$ cat src/rtl/if_instr_mem.sv
// ---------------------------------------------------------------------------
// if_instr_mem
// IF-stage instruction memory. The debug unit first streams the program in
// byte-by-byte (MSB of each word first). After the transfer ends, the block
// fetches one word per enabled cycle from the byte address produced by
// p_counter and registers it for the IF/ID stage. A fetched HALT opcode
// freezes the block until reset.
//
// Ports
//   i_clk          system clock, rising edge
//   i_reset        synchronous, active-high reset
//   i_enable       global run enable (debug step / continuous)
//   i_stall        hazard stall: hold the fetched word
//   i_PC           byte address from p_counter
//   i_load_valid   one-cycle strobe, i_load_byte is valid
//   i_load_byte    program byte, MSB of each word first
//   i_load_done    one-cycle strobe, program transfer complete
//   o_instruction  fetched instruction (registered, 1-cycle latency)
//   o_halt         HALT fetched; sticky until reset
//   o_ready        program loaded and fetch active
//   o_load_full    every memory word has been written
//   o_load_count   words written so far (saturates at N_WORDS)
// ---------------------------------------------------------------------------
module if_instr_mem #(
  parameter int         N_WORDS     = 64,
  parameter int         ADDR_W      = 6,
  parameter logic [5:0] HALT_OPCODE = 6'b111111
) (
  input  logic              i_clk,
  input  logic              i_reset,
  input  logic              i_enable,
  input  logic              i_stall,
  input  logic [31:0]       i_PC,
  input  logic              i_load_valid,
  input  logic [7:0]        i_load_byte,
  input  logic              i_load_done,
  output logic [31:0]       o_instruction,
  output logic              o_halt,
  output logic              o_ready,
  output logic              o_load_full,
  output logic [ADDR_W:0]   o_load_count
);

  typedef enum logic [1:0] {S_LOAD, S_RUN, S_HALTED} state_t;

  localparam logic [ADDR_W:0] FULL_CNT = (ADDR_W+1)'(N_WORDS);
  localparam logic [ADDR_W:0] LAST_CNT = (ADDR_W+1)'(N_WORDS - 1);

  state_t            state, state_next;
  logic [31:0]       mem [N_WORDS];

  // Up to three pending bytes of the word being assembled, oldest highest.
  logic [23:0]       asm_word;
  logic [31:0]       asm_next;
  logic [1:0]        byte_cnt, byte_cnt_next;
  logic [2:0]        cnt_after;
  logic [ADDR_W:0]   wptr;
  logic              accept_byte;
  logic              wr_en;
  logic [31:0]       wr_data;

  logic [ADDR_W-1:0] rd_idx;
  logic              rd_hit;
  logic [31:0]       rd_data;
  logic              fetch_en;
  logic              fetch_halt;
  logic              unused_pc_bits;

  // Byte lanes within a word are irrelevant to an instruction fetch.
  assign unused_pc_bits = ^i_PC[1:0];

  // -------------------------------------------------------------------------
  // Load path: the incoming byte is accepted first, then a same-cycle done
  // flushes whatever partial word remains (zero-padded in its low bytes).
  // -------------------------------------------------------------------------
  always_comb begin
    // NOTE: every signal assigned here gets a default first, so no path can
    // leave one unassigned and infer a latch.
    accept_byte   = (state == S_LOAD) && i_load_valid;
    asm_next      = accept_byte ? {asm_word, i_load_byte} : {8'h00, asm_word};
    cnt_after     = {1'b0, byte_cnt} + {2'b00, accept_byte};
    byte_cnt_next = cnt_after[1:0];
    wr_en         = 1'b0;
    wr_data       = asm_next;
    if (cnt_after == 3'd4) begin
      wr_en = 1'b1;
    end else if ((state == S_LOAD) && i_load_done && (cnt_after != 3'd0)) begin
      wr_en         = 1'b1;
      byte_cnt_next = 2'd0;
      case (cnt_after[1:0])
        2'd1:    wr_data = {asm_next[7:0],  24'h000000};
        2'd2:    wr_data = {asm_next[15:0], 16'h0000};
        default: wr_data = {asm_next[23:0], 8'h00};
      endcase
    end
  end

  // -------------------------------------------------------------------------
  // Fetch path: words never written in this load session (index >= wptr) and
  // addresses beyond the array read as NOP, hiding stale contents.
  // -------------------------------------------------------------------------
  always_comb begin
    rd_idx     = i_PC[ADDR_W+1:2];
    rd_hit     = (i_PC[31:ADDR_W+2] == '0) && ({1'b0, rd_idx} < wptr);
    rd_data    = rd_hit ? mem[rd_idx] : 32'h0;
    fetch_en   = (state == S_RUN) && i_enable && !i_stall;
    fetch_halt = fetch_en && (rd_data[31:26] == HALT_OPCODE);
  end

  // -------------------------------------------------------------------------
  // FSM: state register / next-state / outputs
  // -------------------------------------------------------------------------
  always_ff @(posedge i_clk) begin
    // NOTE: sequential state is always updated with non-blocking assignments
    // so every register samples pre-edge values regardless of block order.
    if (i_reset) state <= S_LOAD;
    else         state <= state_next;
  end

  always_comb begin
    state_next = state;
    case (state)
      S_LOAD:   if ((wr_en && (wptr == LAST_CNT)) || i_load_done) state_next = S_RUN;
      S_RUN:    if (fetch_halt) state_next = S_HALTED;
      default:  state_next = state;
    endcase
  end

  always_comb begin
    o_ready      = (state != S_LOAD);
    o_load_full  = (wptr == FULL_CNT);
    o_load_count = wptr;
  end

  // -------------------------------------------------------------------------
  // Datapath registers
  // -------------------------------------------------------------------------
  always_ff @(posedge i_clk) begin
    if (i_reset) begin
      byte_cnt      <= 2'd0;
      asm_word      <= 24'h0;
      wptr          <= '0;
      o_instruction <= 32'h0;
      o_halt        <= 1'b0;
    end else begin
      byte_cnt <= byte_cnt_next;
      asm_word <= asm_next[23:0];
      if (wr_en)      wptr          <= wptr + 1'b1;
      if (fetch_en)   o_instruction <= rd_data;
      if (fetch_halt) o_halt        <= 1'b1;
    end
  end

  // NOTE: the array has no reset so it maps onto plain RAM; contents left
  // from an earlier program are masked by wptr on the read side instead.
  always_ff @(posedge i_clk) begin
    if (wr_en && !i_reset) mem[wptr[ADDR_W-1:0]] <= wr_data;
  end

endmodule
$ cat config.mk
export PLATFORM = sky130hd
export DESIGN_NAME = if_instr_mem
export DESIGN_NICKNAME = d
export VERILOG_FILES = /design/src/rtl/if_instr_mem.sv
export SDC_FILE = /design/constraint.sdc
export NUM_CORES = 2
export LEC_CHECK = 0
export CAP_MARGIN = 10
export CORE_MARGIN = 2
export CORE_UTILIZATION = 55
export DETAILED_ROUTE_END_ITERATION = 8
export PLACE_DENSITY = 0.8
export SYNTH_ARGS = -nofsm -noshare
export SYNTH_HDL_FRONTEND = slang
export SYNTH_SLANG_ARGS = --single-unit
$ cat constraint.sdc
create_clock -name i_clk -period 8.6 [get_ports i_clk]
set_input_delay 0.86 -clock i_clk [delete_from_list [all_inputs] [get_ports i_clk]]
set_output_delay 0.86 -clock i_clk [all_outputs]
set_load 0.02 [all_outputs]
### After elaboration in Yosys (flattened, before gate mapping)

Memories as Yosys holds them, arrays and structs flattened.
Cells that the tools add are included.
Widths: inputs -> output; s select.

| word-level totals | value |
|---|---|
| bits in latches | 0 |
| word-level logic and storage cells | 51 |
| register bits after elaboration | 68 |
| memory bits (read-only) | 0 |
| memories | 1 |
| bits in writable memories | 2048 |

| operators by class | value |
|---|---|
| $mul | 0 |
| reductions and logical operators | 18 |
| divide/modulo/power cells | 0 |
| $lt $le $gt $ge | 1 |
| bitwise gates (word level) | 0 |
| mux-type cells | 14 |
| equality and inequality tests | 9 |
| add/subtract/negate cells | 2 |
| shift-type cells | 0 |

Memory list:

| memory | words | bits a word | read ports | clocked after memory_dff | write ports | line | RTL |
|---|---|---|---|---|---|---|---|
| mem | 64 | 32 | 1 | 0 | 1 | 50 | `logic [31:0] mem [N_WORDS];` |

Operators with widths:

| cell | count |
|---|---|
| $mux 32 | 4 |
| $pmux 32 s2 | 1 |
| $logic_not 24->1 | 1 |
| $logic_and 1x1->1 | 9 |
| $mux 2 | 4 |
| $add 7x1->7 const B | 1 |
| $eq 7x6->1 const B | 1 |
| $eq 7x7->1 const B | 1 |
| $lt 6x7->1 | 1 |
| $eq 6x6->1 const B | 1 |
| $eq 2x1->1 const B | 2 |
| $mux 1 | 4 |
| $pmux 2 s2 | 1 |
| $reduce_bool 2->1 | 2 |
| $add 2x1->3 | 1 |
| $eq 3x3->1 const B | 1 |
| $reduce_and 3->1 | 1 |
| $reduce_bool 3->1 | 1 |
| $eq 2x2->1 const B | 1 |
| $logic_not 1->1 | 2 |
| $logic_not 2->1 | 1 |
| $ne 2x1->1 const B | 1 |
| $ne 2x2->1 const B | 1 |
| $logic_or 1x1->1 | 1 |

### Logic depth before layout (Yosys ltp)

| depth | value |
|---|---|
| word-level depth | 11 |
| gate-level depth with buffers | 16 |
| depth with buffers taken out | 14 |

### Worst setup path after synthesis

No wires, ideal clock.

| timing path | value |
|---|---|
| path kind | input to register |
| from | in i_load_valid |
| to | mem mem[0][25] (data pin) |
| setup time | 0.702 ns |
| buffers on the path | 3 |
| stages on the path | 13 |
| arrival | 5.943 ns |
| setup slack | 1.955 ns |
| path through | nand2_1 clkinv_1 buf_1 clkbuf_1 ha_1 ha_1 ha_1 inv_1 clkbuf_1 nand2_1 o21bai_1 a222oi_1 o21ai_0 |

| between the ends | value |
|---|---|
| word-level cells in the longest chain between the ends | 6 |
| elaborated cells on any way between the ends | 11 |
| classes of those cells | add/sub: 1; eq/ne: 3; mux: 4; reduce/logical: 3 |

Ends and longest elaborated chain:

| what | line | RTL |
|---|---|---|
| start, declared | 34 | `input logic i_load_valid,` |
| $logic_and 1x1->1 * | 79 | `accept_byte = (state == S_LOAD) && i_load_valid;` |
| $add 2x1->3 | 81 | `cnt_after = {1'b0, byte_cnt} + {2'b00, accept_byte};` |
| $eq 2x2->1, or another cell as far along | 90 | `case (cnt_after[1:0])` |
| $pmux 32 s2 or $logic_and 1x1->1 (tied branches) | 90, 87 |  |
| $mux 32 | 87 | `end else if ((state == S_LOAD) && i_load_done && (cnt_after != 3'd0)) begin` |
| $mux 32 * | 85 | `if (cnt_after == 3'd4) begin` |
| via wr_data[25] | 60 | `logic [31:0] wr_data;` |
| end, declared | 50 |  |

The timed path passes the listed nets; every way through them passes the cells marked *.

### Final worst setup path

| timing path | value |
|---|---|
| from | reg state[0] |
| to | mem mem[19][10] (enable) |

| between the ends | value |
|---|---|
| word-level cells in the longest chain between the ends | 10 |
| elaborated cells on any way between the ends | 12 |
| classes of those cells | add/sub: 1; eq/ne: 1; mux: 4; reduce/logical: 6 |

Ends and longest elaborated chain:

| what | line | RTL |
|---|---|---|
| start, declared | 49 | `state_t state, state_next;` |
| start signal, assigned | 117 | `else state <= state_next;` |
| $logic_not 2->1 * | 79, 87 |  |
| $logic_and 1x1->1 | 79 |  |
| $add 2x1->3 | 81 |  |
| $reduce_bool 3->1 | 87 |  |
| $logic_and 1x1->1 | 87 |  |
| $mux 1 | 87 |  |
| $mux 1 * | 85 |  |
| $logic_and 1x1->1 * | 157 | `if (wr_en && !i_reset) mem[wptr[ADDR_W-1:0]] <= wr_data;` |
| $mux 1 * | 157 |  |
| $mux 1 (implied by the code) * | 157 |  |

Mark *: on every way between the ends. The rest lies on a longest branch, timed or not.

==> summary.md <==
| Metric | Value |
|---|---|
| Area growth, synth to finish | `13.1%` |
| CTS max path bufs | `3` |
| Die height | `388 um` |
| HP Start | `o_instruction[9]` |
| Post-synth top area cell | `sky130_fd_sc_hd__edfxtp_1` |
| Number of vias after detailed routing | `approximately 40000` |
| Placement row count | `about 140` |
| DR DRC count | `0` |
| Overflow left after global routing | `0` |
| Maximum clock frequency | `roughly 160 MHz` |
| Routed len/inst | `38.1 um` |
| 1st-pass router iterations | `9` |
| Cell at the root of the clock tree | `sky130_fd_sc_hd__clkbuf_16` |
| Portion of the post-synthesis area used by sequential elements | `77.4%` |
| Final cell count without fillers | `5790` |
| Number of H-tree branching levels | `4` |
| Tightest slew margin relative to the limit | `a little under an eighth` |
| Classification of the worst-slack hold path | `reg -> reg` |
| Global-route usage over all layers | `29.6%` |
| Maximum number of pins on one net before global-route repair | `160` |
| Via count of the first global-routing pass | `41450` |
| Number of buffers created by CTS | `between 150 and 200` |
| Fraction of layout instances using a drive strength above 1 | `29.8%` |
| Ports | `88` |
| Status | `finished, final reports clean` |
| Kind of capture point of the worst setup path | `flip-flop` |
| Final cycle utilization of the critical path | `between 70% and 80%` |
| Clock tree sinks | `2116` |
| Total number of nets in the final design | `roughly 3800` |
| Die Width | `388 um` |
| Hold endpoint | `o_instruction[9]` |
| Hold Vio Cnt, Final | `0` |
| Maximum vdd ir drop | `roughly 0.27 mV` |
| Least-Margin Pin Slew | `1.32 ns` |
| Iteration-0 DRC Markers | `6788` |
| Count of cells along the worst register-to-register path | `14` |
| Final sum of negative setup slack | `0 ns` |
| Hold-critical path depth | `2` |
| Post-synth net total | `~3500` |
| Post-layout min period | `between 6 and 7 ns` |
| Max-cap violations | `0` |
| Worst reg2reg path endpoint | `mem[19][10]` |
| TritonCTS clock tree | `built` |
| Multi-input gate area in the final layout | `18300 um2` |
| Number of synthesized register bits | `2116` |
| Post-CTS Resized | `0` |
| Post-DRT Antenna Nets | `0` |
| Flip-flop cell with the highest count after synthesis | `sky130_fd_sc_hd__edfxtp_1` |
| Overall power of the completed layout | `21.4 mW` |
| Worst endpoint data arrival time | `6.57 ns` |
| Hold_ws | `0.434 ns` |
| Total of buffers placed on input and output ports | `85` |
| RD Place Congestion | `between 0.8 and 0.9` |
| Clock skew after layout | `0.0311 ns` |
| Hold Buf Count CTS | `0` |
| Required @ worst endpoint | `9.06 ns` |
| Fill cell count | `around 9100` |
| Core outline area | `147000 um2` |
| Mean post-synth cell area | `about 23 um2` |
| Overall die area | `151000 um2` |
| Starting density of the core | `55.2%` |
| CP max stage delay | `roughly 0.86 ns` |
| Clock latency of the later-clocked register in the worst-skew pair | `about 0.85 ns` |
| Total power per unit cell area | `233 nW/um2` |
| Post-CTS repair timing setup buffer count | `0` |
| Number of different library cells in the post-synthesis netlist | `65` |
| Final WL | `around 220000 um` |
| CP Cell Sequence | `nor2_1 -> nand2_1 -> clkinv_1 -> ha_1 -> ha_1 -> inv_1 -> ha_1 -> nor4b_2 -> buf_4 -> a21o_1 -> and3_1 -> nand2_1 -> nor2_4 -> buf_4` |
| Global-route wire length before repair | `314000 um` |
| Netlist area before placement | `~81000 um2` |
| Crit Path Max Fanout | `23` |
| Ys Warns | `0` |
| Startpoint type of the worst setup path | `flip-flop` |
| Placed cell count | `5431` |
| Reg-to-reg critical path startpoint | `state[0]` |
| Register-to-register setup slack | `2.50 ns` |
| Pleak | `28.8 nW` |
| Cell repeated most along the worst path | `sky130_fd_sc_hd__ha_1` |
| Clock-pin slew on the worst setup and hold paths | `~0.06 ns` |
| Unrepaired setup endpoints after global routing | `no` |
| Number of pins exceeding their max-slew limit in the final report | `0` |
| Antenna violations before repair | `15` |
| Synthesized netlist cell count | `3474` |
| Async set-or-reset flop fraction in the synthesized netlist | `0%` |
| Detailed-route vias per instance | `~7.0` |
| WS Path Type | `reg -> reg` |
| Detailed placer's ending HPWL | `110000 um` |
| Area fraction of the dominant cell type after synthesis | `approximately three quarters` |
| Cell type of the slowest stage on the worst timing path | `sky130_fd_sc_hd__nor2_4` |
| Top cells by area in the synthesized netlist | `sky130_fd_sc_hd__edfxtp_1 76%, sky130_fd_sc_hd__mux4_2 18%, sky130_fd_sc_hd__dfxtp_1 1.7%` |
| Final setup violation count | `0` |
| Area taken by flip-flops and latches | `62900 um2` |
| Number of flops mapped to enable cells by yosys | `2048` |
==> power by group <==
part / internal, mW / switching (mW)
Combinational: 0.418 / 0.755
Sequential: 11.4 / 0.0110
Clock: 4.96 / 3.85
Total: 16.8 / 4.62
==> critical path: cells and delay by family (launching register included) <==
| family | cells | cell delay, ns |
|---|---|---|
| AO/OA/AOI/OAI | 1 | 0.31 |
| AND/OR/NAND/NOR | 6 | 2.79 |
| buffers and inverters | 4 | 1.33 |
| flip-flops | 1 | 0.43 |
| adder cells (fa/ha/maj) | 3 | 0.83 |
==> through the flow <==
| stage | util [%] | cell area, um2 | worst slack [ns] |
|---|---|---|---|
| floorplan | - | 81200 | 1.96 |
| global placement | 58.1 | 85500 | 2.14 |
| detailed placement | 58.1 | 85500 | 2.08 |
| CTS | 62.4 | 91800 | 2.68 |
| global route | 62.4 | 91900 | 2.31 |
| finish | 62.4 | 91900 | 2.50 |
==> final cells by class <==
class	instances	share of cell area (%)
clock inverter	117	1.35
multi-input combinational	1154	19.9
antenna	2	0.00545
timing repair buffer	207	2.03
sequential	2116	68.4
tap	1930	2.63
clock buffer	239	5.58
inverter	25	0.110
==> metal layers <==
| metal | vias up | wire length, um | global-route usage, % |
|---|---|---|---|
| met3 | 634 | 26700 | 7.63 |
| met2 | 3437 | 111000 | 49.0 |
| met4 | 20 | 11000 | 13.3 |
| li1 | 15278 | - | - |
| met5 | - | 153 | 0 |
| met1 | 21125 | 71300 | 37.3 |
==> registers in the layout (all words and copies together), names as in the netlist <==
signal	flops
mem	2048
asm_word	24
state	2
o_halt	1
o_load_count	7
o_instruction	32
byte_cnt	2
==> cells in the mapped netlist (6+ instances only) <==
cell / number
sky130_fd_sc_hd__edfxtp_1: 2048
sky130_fd_sc_hd__mux4_2: 639
sky130_fd_sc_hd__nor2_1: 128
sky130_fd_sc_hd__nand2_1: 97
sky130_fd_sc_hd__clkbuf_1: 70
sky130_fd_sc_hd__dfxtp_1: 68
sky130_fd_sc_hd__buf_2: 51
sky130_fd_sc_hd__buf_1: 40
sky130_fd_sc_hd__mux2i_1: 39
sky130_fd_sc_hd__nand2b_1: 34
sky130_fd_sc_hd__a21oi_1: 26
sky130_fd_sc_hd__a22oi_1: 21
sky130_fd_sc_hd__inv_1: 21
sky130_fd_sc_hd__o22ai_1: 15
sky130_fd_sc_hd__nand3_1: 14
sky130_fd_sc_hd__nor3_1: 13
sky130_fd_sc_hd__ha_1: 12
sky130_fd_sc_hd__a222oi_1: 11
sky130_fd_sc_hd__buf_4: 11
sky130_fd_sc_hd__o21ai_0: 9
sky130_fd_sc_hd__mux2_2: 8
sky130_fd_sc_hd__nor4_1: 7
sky130_fd_sc_hd__buf_6: 6
sky130_fd_sc_hd__nor2b_1: 6
==> worst max-delay path by stage <==
stage	from	to	slack, ns
2_1_floorplan	i_load_valid	mem[0][25]	1.96
3_3_place_gp	i_load_valid	mem[19][5]	2.14
3_5_place_dp	i_load_valid	mem[19][7]	2.08
4_1_cts	state[0]	mem[19][10]	2.68
5_1_grt	state[0]	mem[19][6]	2.31
6_report	state[0]	mem[19][10]	2.50
==> kinds of logic after synthesis <==
| family | after synthesis | synth area share, % |
|---|---|---|
| buf+inv | 204 | 1.13 |
| simple gates | 323 | 1.79 |
| compound gates | 128 | 1.14 |
| mux | 686 | 18.3 |
| fa+ha+maj | 12 | 0.185 |
| flops | 2116 | 77.4 |
| xor+xnor | 5 | 0.0539 |
==> layout by cell type, fill, tap and decap left out, types with 14 or more instances in the layout <==
cell | netlist | final
sky130_fd_sc_hd__clkbuf_16 | 0 | 197
sky130_fd_sc_hd__mux2i_1 | 39 | 34
sky130_fd_sc_hd__clkinv_1 | 3 | 45
sky130_fd_sc_hd__clkdlybuf4s50_1 | 0 | 79
sky130_fd_sc_hd__buf_4 | 11 | 115
sky130_fd_sc_hd__edfxtp_1 | 2048 | 2048
sky130_fd_sc_hd__clkbuf_1 | 70 | 38
sky130_fd_sc_hd__inv_1 | 21 | 20
sky130_fd_sc_hd__nor2_1 | 128 | 56
sky130_fd_sc_hd__a21oi_1 | 26 | 23
sky130_fd_sc_hd__nand2b_1 | 34 | 34
sky130_fd_sc_hd__dfxtp_1 | 68 | 68
sky130_fd_sc_hd__mux4_2 | 639 | 639
sky130_fd_sc_hd__nand3_1 | 14 | 14
sky130_fd_sc_hd__nand2_1 | 97 | 97
sky130_fd_sc_hd__a22oi_1 | 21 | 21
sky130_fd_sc_hd__bufinv_16 | 0 | 24
sky130_fd_sc_hd__clkinv_2 | 0 | 34
sky130_fd_sc_hd__nor2_4 | 0 | 72
No activity file was read; power rests on OpenSTA's default activity.
